--- src/rtl/fetch_pkg.sv ---
// Shared definitions for the instruction fetch stage: widths, reset pc,
// queue depth and the run/halt state encoding.
package fetch_pkg;

  localparam int INSTRUCTION_WIDTH = 32;
  localparam int DATA_WIDTH        = 32;

  localparam logic [DATA_WIDTH-1:0] RESET_PC_DEFAULT = 32'h0000_0000;

  localparam int FETCH_QDEPTH = 2;

  typedef enum logic {
    FETCH_RUN  = 1'b0,
    FETCH_HALT = 1'b1
  } fetch_state_e;

endpackage

--- src/rtl/instruction_fetch_if.sv ---
// Instruction-memory read port and decoder-facing instruction handshake.
// The master side is the fetch stage; the slave side is memory plus decoder.
interface instruction_fetch_if;
  import fetch_pkg::*;

  logic                         imem_req;
  logic [DATA_WIDTH-1:0]        imem_addr;
  logic                         imem_gnt;
  logic                         imem_rvalid;
  logic [INSTRUCTION_WIDTH-1:0] imem_rdata;

  logic                         instr_valid;
  logic                         instr_ready;
  logic [INSTRUCTION_WIDTH-1:0] instr_out;
  logic [DATA_WIDTH-1:0]        instr_pc;

  modport master (
    output imem_req, imem_addr,
    input  imem_gnt, imem_rvalid, imem_rdata,
    output instr_valid, instr_out, instr_pc,
    input  instr_ready
  );

  modport slave (
    input  imem_req, imem_addr,
    output imem_gnt, imem_rvalid, imem_rdata,
    input  instr_valid, instr_out, instr_pc,
    output instr_ready
  );

endinterface

--- src/rtl/fetch_buffer.sv ---
// Two-entry synchronous FIFO with flush; head is read straight from storage,
// so a pushed entry becomes visible the cycle after the push.
module fetch_buffer
  import fetch_pkg::*;
#(
  parameter int WIDTH = 32
) (
  input  logic             clk,
  input  logic             reset_n,
  input  logic             flush,
  input  logic             push,
  input  logic [WIDTH-1:0] push_data,
  input  logic             pop,
  output logic [WIDTH-1:0] head,
  output logic [1:0]       count
);

  logic [WIDTH-1:0] mem_q [FETCH_QDEPTH];
  logic [WIDTH-1:0] mem_d [FETCH_QDEPTH];
  logic             wr_ptr_q, wr_ptr_d;
  logic             rd_ptr_q, rd_ptr_d;
  logic [1:0]       count_q, count_d;
  logic             do_push, do_pop;

  // A push into a full queue is accepted only when the head leaves in the same cycle.
  always_comb begin
    do_pop   = pop && (count_q != 2'd0);
    do_push  = push && ((count_q != 2'(FETCH_QDEPTH)) || do_pop);
    mem_d    = mem_q;
    wr_ptr_d = wr_ptr_q;
    rd_ptr_d = rd_ptr_q;
    count_d  = count_q;
    if (flush) begin
      wr_ptr_d = 1'b0;
      rd_ptr_d = 1'b0;
      count_d  = 2'd0;
    end else begin
      if (do_push) begin
        mem_d[wr_ptr_q] = push_data;
        wr_ptr_d        = ~wr_ptr_q;
      end
      if (do_pop) begin
        rd_ptr_d = ~rd_ptr_q;
      end
      count_d = count_q + {1'b0, do_push} - {1'b0, do_pop};
    end
  end

  always_ff @(posedge clk or negedge reset_n) begin
    if (!reset_n) begin
      mem_q    <= '{default: '0};
      wr_ptr_q <= 1'b0;
      rd_ptr_q <= 1'b0;
      count_q  <= 2'd0;
    end else begin
      mem_q    <= mem_d;
      wr_ptr_q <= wr_ptr_d;
      rd_ptr_q <= rd_ptr_d;
      count_q  <= count_d;
    end
  end

  assign head  = mem_q[rd_ptr_q];
  assign count = count_q;

endmodule

--- src/rtl/instruction_fetch.sv ---
// Fetch stage: owns the pc, issues instruction-memory reads, buffers returned
// words with their pc tags and hands them to the decoder; redirects flush.
module instruction_fetch
  import fetch_pkg::*;
#(
  parameter logic [DATA_WIDTH-1:0] RESET_PC        = RESET_PC_DEFAULT,
  parameter int                    MAX_OUTSTANDING = FETCH_QDEPTH
) (
  input  logic                  clk,
  input  logic                  reset_n,
  instruction_fetch_if.master   bus,
  input  logic                  redirect_valid,
  input  logic [DATA_WIDTH-1:0] redirect_pc,
  output logic                  fetch_error
);

  fetch_state_e          state_q, state_d;
  logic [DATA_WIDTH-1:0] fpc_q, fpc_d;
  logic [1:0]            inflight_q, inflight_d;
  logic [1:0]            discard_q, discard_d;
  logic                  fetch_error_q, fetch_error_d;
  logic                  armed_q, armed_d;

  logic                  redirect_apply, redirect_bad;
  logic                  pop, resp, resp_keep, grant;
  logic [2:0]            credits_used;
  logic [1:0]            buf_count, tag_count;
  logic [DATA_WIDTH-1:0] tag_head;

  // Reads still in flight (including ones to be discarded) plus buffered words
  // share the credit pool; a word leaving the buffer this cycle frees its credit.
  always_comb begin
    redirect_apply = redirect_valid && (state_q == FETCH_RUN);
    redirect_bad   = redirect_apply && (redirect_pc[1:0] != 2'b00);
    pop            = bus.instr_valid && bus.instr_ready;
    resp           = bus.imem_rvalid && (inflight_q != 2'd0);
    resp_keep      = resp && (discard_q == 2'd0) && (tag_count != 2'd0) && !redirect_apply;
    credits_used   = {1'b0, inflight_q} + {1'b0, buf_count} - {2'b00, pop};
    bus.imem_req   = armed_q && (state_q == FETCH_RUN) && !redirect_valid &&
                     (credits_used < 3'(MAX_OUTSTANDING));
    grant          = bus.imem_req && bus.imem_gnt;
  end

  // After a redirect every read still in flight is stale, so the discard count
  // simply becomes the post-update in-flight count.
  always_comb begin
    state_d       = state_q;
    fpc_d         = fpc_q;
    fetch_error_d = fetch_error_q;
    armed_d       = 1'b1;
    inflight_d    = inflight_q + {1'b0, grant} - {1'b0, resp};
    discard_d     = discard_q - {1'b0, resp && (discard_q != 2'd0)};
    if (redirect_apply) begin
      inflight_d = inflight_q - {1'b0, resp};
      discard_d  = inflight_q - {1'b0, resp};
      if (redirect_bad) begin
        fetch_error_d = 1'b1;
        state_d       = FETCH_HALT;
      end else begin
        fpc_d = redirect_pc;
      end
    end else if (grant) begin
      fpc_d = fpc_q + 32'd4;
    end
  end

  always_ff @(posedge clk or negedge reset_n) begin
    if (!reset_n) begin
      state_q       <= FETCH_RUN;
      fpc_q         <= RESET_PC;
      inflight_q    <= 2'd0;
      discard_q     <= 2'd0;
      fetch_error_q <= 1'b0;
      armed_q       <= 1'b0;
    end else begin
      state_q       <= state_d;
      fpc_q         <= fpc_d;
      inflight_q    <= inflight_d;
      discard_q     <= discard_d;
      fetch_error_q <= fetch_error_d;
      armed_q       <= armed_d;
    end
  end

  fetch_buffer #(.WIDTH(DATA_WIDTH)) u_tag_queue (
    .clk       (clk),
    .reset_n   (reset_n),
    .flush     (redirect_apply),
    .push      (grant),
    .push_data (fpc_q),
    .pop       (resp_keep),
    .head      (tag_head),
    .count     (tag_count)
  );

  fetch_buffer #(.WIDTH(DATA_WIDTH + INSTRUCTION_WIDTH)) u_instr_buffer (
    .clk       (clk),
    .reset_n   (reset_n),
    .flush     (redirect_apply),
    .push      (resp_keep),
    .push_data ({tag_head, bus.imem_rdata}),
    .pop       (pop),
    .head      ({bus.instr_pc, bus.instr_out}),
    .count     (buf_count)
  );

  assign bus.imem_addr   = fpc_q;
  assign bus.instr_valid = (buf_count != 2'd0);
  assign fetch_error     = fetch_error_q;

endmodule

--- src/flat_wrapper.sv ---
// flat-port wrapper written by rule: the top's interface ports become plain ports
module instruction_fetch_flat import fetch_pkg::*;
#(
  parameter logic [DATA_WIDTH-1:0] RESET_PC        = RESET_PC_DEFAULT,
  parameter int                    MAX_OUTSTANDING = FETCH_QDEPTH
)
  (clk, reset_n, redirect_valid, redirect_pc, fetch_error, bus_imem_req, bus_imem_addr, bus_imem_gnt, bus_imem_rvalid, bus_imem_rdata, bus_instr_valid, bus_instr_out, bus_instr_pc, bus_instr_ready);
  instruction_fetch_if bus_i ();
  input  logic clk;
  input  logic reset_n;
  input  logic redirect_valid;
  input  logic [DATA_WIDTH-1:0] redirect_pc;
  output logic fetch_error;
  output wire logic [$bits(bus_i.imem_req)-1:0] bus_imem_req;
  output wire logic [$bits(bus_i.imem_addr)-1:0] bus_imem_addr;
  input wire logic [$bits(bus_i.imem_gnt)-1:0] bus_imem_gnt;
  input wire logic [$bits(bus_i.imem_rvalid)-1:0] bus_imem_rvalid;
  input wire logic [$bits(bus_i.imem_rdata)-1:0] bus_imem_rdata;
  output wire logic [$bits(bus_i.instr_valid)-1:0] bus_instr_valid;
  output wire logic [$bits(bus_i.instr_out)-1:0] bus_instr_out;
  output wire logic [$bits(bus_i.instr_pc)-1:0] bus_instr_pc;
  input wire logic [$bits(bus_i.instr_ready)-1:0] bus_instr_ready;
  assign bus_imem_req = bus_i.imem_req;
  assign bus_imem_addr = bus_i.imem_addr;
  assign bus_i.imem_gnt = bus_imem_gnt;
  assign bus_i.imem_rvalid = bus_imem_rvalid;
  assign bus_i.imem_rdata = bus_imem_rdata;
  assign bus_instr_valid = bus_i.instr_valid;
  assign bus_instr_out = bus_i.instr_out;
  assign bus_instr_pc = bus_i.instr_pc;
  assign bus_i.instr_ready = bus_instr_ready;
  instruction_fetch #(.RESET_PC(RESET_PC), .MAX_OUTSTANDING(MAX_OUTSTANDING)) u_core (.clk(clk), .reset_n(reset_n), .bus(bus_i), .redirect_valid(redirect_valid), .redirect_pc(redirect_pc), .fetch_error(fetch_error));
endmodule
--- config.mk ---
export PLATFORM = sky130hd
export DESIGN_NAME = instruction_fetch_flat
export DESIGN_NICKNAME = d
export VERILOG_FILES = /design/src/rtl/fetch_pkg.sv /design/src/rtl/instruction_fetch_if.sv /design/src/rtl/fetch_buffer.sv /design/src/rtl/instruction_fetch.sv /design/src/flat_wrapper.sv
export SDC_FILE = /design/constraint.sdc
export NUM_CORES = 1
export LEC_CHECK = 0
export CORE_MARGIN = 8
export CORE_UTILIZATION = 43
export CTS_CLUSTER_SIZE = 20
export DETAILED_ROUTE_END_ITERATION = 16
export GPL_ROUTABILITY_DRIVEN = 0
export PLACE_DENSITY = 0.73
export SYNTH_ARGS = -nofsm -noshare
export SYNTH_HDL_FRONTEND = slang
export SYNTH_SLANG_ARGS = --single-unit
--- constraint.sdc ---
create_clock -name clk -period 8.3 [get_ports clk]
set_input_delay 1.66 -clock clk [delete_from_list [all_inputs] [get_ports clk]]
set_output_delay 1.66 -clock clk [all_outputs]
set_load 0.005 [all_outputs]
# After elaboration in Yosys (flattened, before gate mapping)
# Index checks and enable logic that the tools add are counted.
# word_totals
out_inout_bits	99
regBits	238
# classes
n_reduce_logical	37
n_eq_ne	3
add_sub_neg	11
muxes	27
n_lt_le_gt_ge	7
bitwise	10
# op_table
cell	n
$mux 64	4
$mux 32	7
$bwmux 128	1
$bwmux 64	1
$demux 64 s1	1
$add 32x3->32 const B	1
$demux 32 s1	1
$reduce_bool 2->1	10
$logic_and 1x1->1	18
$sub 2x1->2	5
$ge 2x2->1 const B	4
$mux 1	8
$mux 2	4
$not 1->2	4
$reduce_and 2->1	4
$add 2x1->2	3
$ne 2x2->1 const B	3
$not 1->1	6
$lt 2x1->1 const B	2
$add 2x2->3	1
$lt 3x2->1 const B	1
$sub 3x1->3	1
$logic_not 1->1	2
$logic_not 2->1	1
$logic_or 1x1->1	2

# Depth between registers and ports, before layout
# depth
word_depth	11
ltp_mapped	16

# Modules after synthesis
# Synthesis repeated with hierarchy kept, for this count alone.
# hier_totals
cells_unflattened	849
area_unflattened_um2	11498.5
# by_module_without_submodules
mod	n_inst	cells_per_inst	area_per_inst_um2
fetch_buffer (u_core.u_instr_buffer)	1	363	5969.5
fetch_buffer (u_core.u_tag_queue)	1	193	3096.7
instruction_fetch	1	293	2432.3

# Least setup slack after synthesis
# No wires, ideal clock.
# synth_path
kind	input port to output port
start	in bus_instr_ready
end	out bus_imem_req
t_required_ps	6640
cell_stages	6
arrival_time_ps	3017
n_path_buf	0
path_slack_ps	3623
path_cell_list	and2_1 -> ha_1 -> nand2b_1 -> fa_1 -> nand2_1 -> nor4_1
# synth_via
elab_chain_cells	4
# synth_lines
element	line	source
start, declared	flat_wrapper.sv:22	input wire logic [$bits(bus_i.instr_ready)-1:0] bus_instr_ready;
$logic_and 1x1->1	instruction_fetch.sv:35	pop = bus.instr_valid && bus.instr_ready;
$sub 3x1->3	instruction_fetch.sv:38	credits_used = {1'b0, inflight_q} + {1'b0, buf_count} - {2'b00, pop};
$lt 3x2->1	instruction_fetch.sv:40	(credits_used < 3'(MAX_OUTSTANDING));
$logic_and 1x1->1	instruction_fetch.sv:39	bus.imem_req = armed_q && (state_q == FETCH_RUN) && !redirect_valid &&
end, declared	flat_wrapper.sv:14	output wire logic [$bits(bus_i.imem_req)-1:0] bus_imem_req;
# Every way passes these cells.

# Worst setup path after layout
# Ends and elaborated chain as after synthesis.

==> results.json <==
{
  "status": "complete, no violations",
  "synth.top_cell.area_share_pct": 53.2,
  "finalMaxSlewViolations": 0,
  "syn-num-nets": 924,
  "synthSimpleGateAreaFrac_pct": 6.83,
  "cts.reportedPaths.clkPinSlew_ps": 60,
  "seq_area_frac_synth_pct": 53.2,
  "slowest_delay_ps": 560,
  "ys_types": 64,
  "max_freq_ghz": 0.176,
  "synth_xor_area_share_pct": 0.861,
  "wirelength_mm": 26.6,
  "via_per_inst": 5.35,
  "final_cell_mix": "dfrtp_1 (237), mux2_2 (212), clkdlybuf4s50_1 (167)",
  "hold_violations": 0,
  "cp_max_fo": 3,
  "ys_seq_elements": 238,
  "ff2ff_path_depth": 11,
  "grt_max_degree": 94,
  "fp.dieArea_sq_um": 31500,
  "setup_viol": 0,
  "finalCriticalPeriod_ps": 5690,
  "antenna_found_initial": 0,
  "cts_buffer_depth": 3,
  "portBuffers": 168,
  "synth_edf_count": 0,
  "yosys-top-cells-area": "dfrtp_1 (53%), mux2_2 (21%), mux2_1 (7.7%)",
  "core_sq_um": 25800,
  "muxShareOfSynthArea_pct": 29.4,
  "relSlewSlack_pct": 32.1,
  "firstDrtPassIters": 4,
  "cp.buffers_inverters": 2,
  "yosysTopAreaCell": "dfrtp_1",
  "remaining_drc_errors": 0,
  "cts_hold_buf": 0,
  "ir_drop_mv": 0.160,
  "ctsHtreeMaxLevel": 1,
  "leakage_nw": 6.44,
  "drive_gt1_share_pct": 28.4,
  "hold_path.class": "flip-flop to flip-flop",
  "arrival_ps": 4030,
  "placed_cell_area_sq_um": 13100,
  "grt_pass1_wl_mm": 43.0,
  "rsz0062_at_grt": "false",
  "wire_per_inst_um": 19.7,
  "grt_pass1_vias": 7611,
  "synth_flop_cell": "dfrtp_1",
  "netlist_area_sq_um": 11200,
  "via_count": 7233,
  "critPathRequiredTime_ps": 6640,
  "final_common_cell": "dfrtp_1",
  "cts_resized": 0,
  "crit_start": "bus_instr_ready",
  "whs_ps": 482,
  "async_flop_share_pct": 100,
  "numCtsBuffers": 26,
  "setup_slack_ps": 2610,
  "cts_tree": "done",
  "clock_latency_ps": 520,
  "fp.dieW_um": 177,
  "endpoint_kind": "output port",
  "diodes": 0,
  "track_usage_pct": 16.9,
  "crit_chain": "clkdlybuf4s50_1 > and2_1 > ha_1 > nand2b_1 > fa_1 > nand2_1 > nor4_1 > clkdlybuf4s50_1",
  "cts-root-buf": "clkbuf_16",
  "period_share_pct": 68.6,
  "rr_endpoint": "u_core.u_tag_queue.mem_q[63]",
  "dp_hpwl_mm": 17.9,
  "critPathMostFrequentCell": "clkdlybuf4s50_1",
  "tns_ps": 0,
  "cp_slowest_cell": "clkdlybuf4s50_1",
  "synthAdderAreaFrac_pct": 1.30,
  "drtIter0Drc": 407,
  "r2r_slack_ps": 3740,
  "skew_ps": 14.0,
  "rr_startpoint": "u_core.u_instr_buffer.count[0]",
  "post-place-ws_ps": 2370,
  "nFillCells": 2179,
  "path_depth": 8,
  "tightestPinTransition_ps": 1020,
  "yosysWarnings": 0,
  "nNetsFinal": 1079,
  "multiInputGateArea_sq_um": 4910,
  "hp-start": "u_core.u_instr_buffer.mem_q[78]",
  "cts_sinks": 238,
  "synth_top_family_by_area": "multiplexers",
  "postCtsSetupBuffers": 0,
  "area_growth_pct": 24.4,
  "crit_family": "buffers and inverters",
  "drv_cap": 0,
  "postSynthAreaPerCell_sq_um": 13.3,
  "critPathKind": "primary input to output port",
  "regArea_sq_um": 5960,
  "io_pins": 169,
  "startpoint_type": "primary input",
  "synth_compound_gate_area_share_pct": 5.24,
  "grt_overflow_total": 0,
  "die_h_um": 177,
  "initial_core_util_pct": 43.3,
  "ant_nets": 0,
  "powerDensity_nw_per_um2": 263,
  "crit_end": "bus_imem_req",
  "netlist_instances": 843,
  "rows": 59,
  "design_area_sq_um": 13900
}
[area by class of cell]
type                    count  share of cell area (%)
repair buffers            177                    12.6
well taps                 335                    3.01
clock inverters            11                   0.593
flip-flops and latches    238                    42.8
inverters                  14                   0.377
clock buffers              37                    5.34
multi-input cells         541                    35.3
[worst reg2reg max path: stages, from the launching register on]
cell and delay (ps):
dfrtp_1 400, or2_2 290, and2_1 200, ha_1 270
nand2b_1 150, fa_1 480, nand2_1 70, nand4bb_1 620
inv_2 570, nand2b_2 180, nor2_4 770, mux2_2 430
[logic make-up after synthesis]
logic type / Yosys count
flops: 238
fa+ha+maj: 11
simple gates: 139
xor+xnor: 11
buf+inv: 64
compound gates: 86
mux: 293
other cells: 1
[flip-flops by register name, summed over array words and instances, names as in the netlist, 2 cells and up]
signal / count
u_core.bus.imem_addr: 32
u_core.u_instr_buffer.count: 2
u_core.inflight_q: 2
u_core.u_instr_buffer.mem_q: 128
u_core.u_tag_queue.count: 2
u_core.discard_q: 2
u_core.u_tag_queue.mem_q: 64
[power breakdown]
part / switching [mW] / total [mW] / internal, mW
sequential: 0.160 / 1.53 / 1.37
combinational: 0.392 / 1.02 / 0.631
clock: 0.458 / 1.11 / 0.653
[layer usage]
metal / up-vias / GRT usage, % / part of all wire (%)
li1: 3364 / - / -
met1: 3670 / 22.3 / 44
met3: 34 / 3.70 / 5.6
met5: - / 0 / 0
met4: 0 / 4.62 / 2.0
met2: 165 / 27.7 / 49
[through the flow]
step / power [mW] / cells / util [%]
5_1_grt: 3.86 / 1353 / 53.9
4_1_cts: 3.71 / 1353 / 53.9
6_report: 3.66 / 1353 / 53.9
3_3_place_gp: 2.56 / 1305 / 50.7
3_5_place_dp: 2.58 / 1305 / 50.7
2_1_floorplan: 2.10 / 843 / -
[worst min path at each step]
stage	end	slack, ps	cells after the start
2_1_floorplan	u_core.u_instr_buffer.mem_q[100]	450	1
3_3_place_gp	u_core.u_instr_buffer.mem_q[83]	460	1
3_5_place_dp	u_core.u_instr_buffer.mem_q[86]	470	1
4_1_cts	u_core.u_instr_buffer.mem_q[86]	490	1
5_1_grt	u_core.u_instr_buffer.mem_q[82]	490	1
6_report	u_core.u_instr_buffer.mem_q[78]	480	1
[cell usage after synthesis, types with 12 or more instances]
library cell,instances
clkbuf_1,19
o21ai_0,21
a21oi_1,21
mux2_1,77
buf_2,17
dfrtp_1,238
nand2_1,33
nor2_1,35
mux2_2,212
inv_1,12
Power figures use the tool's default switching activity.
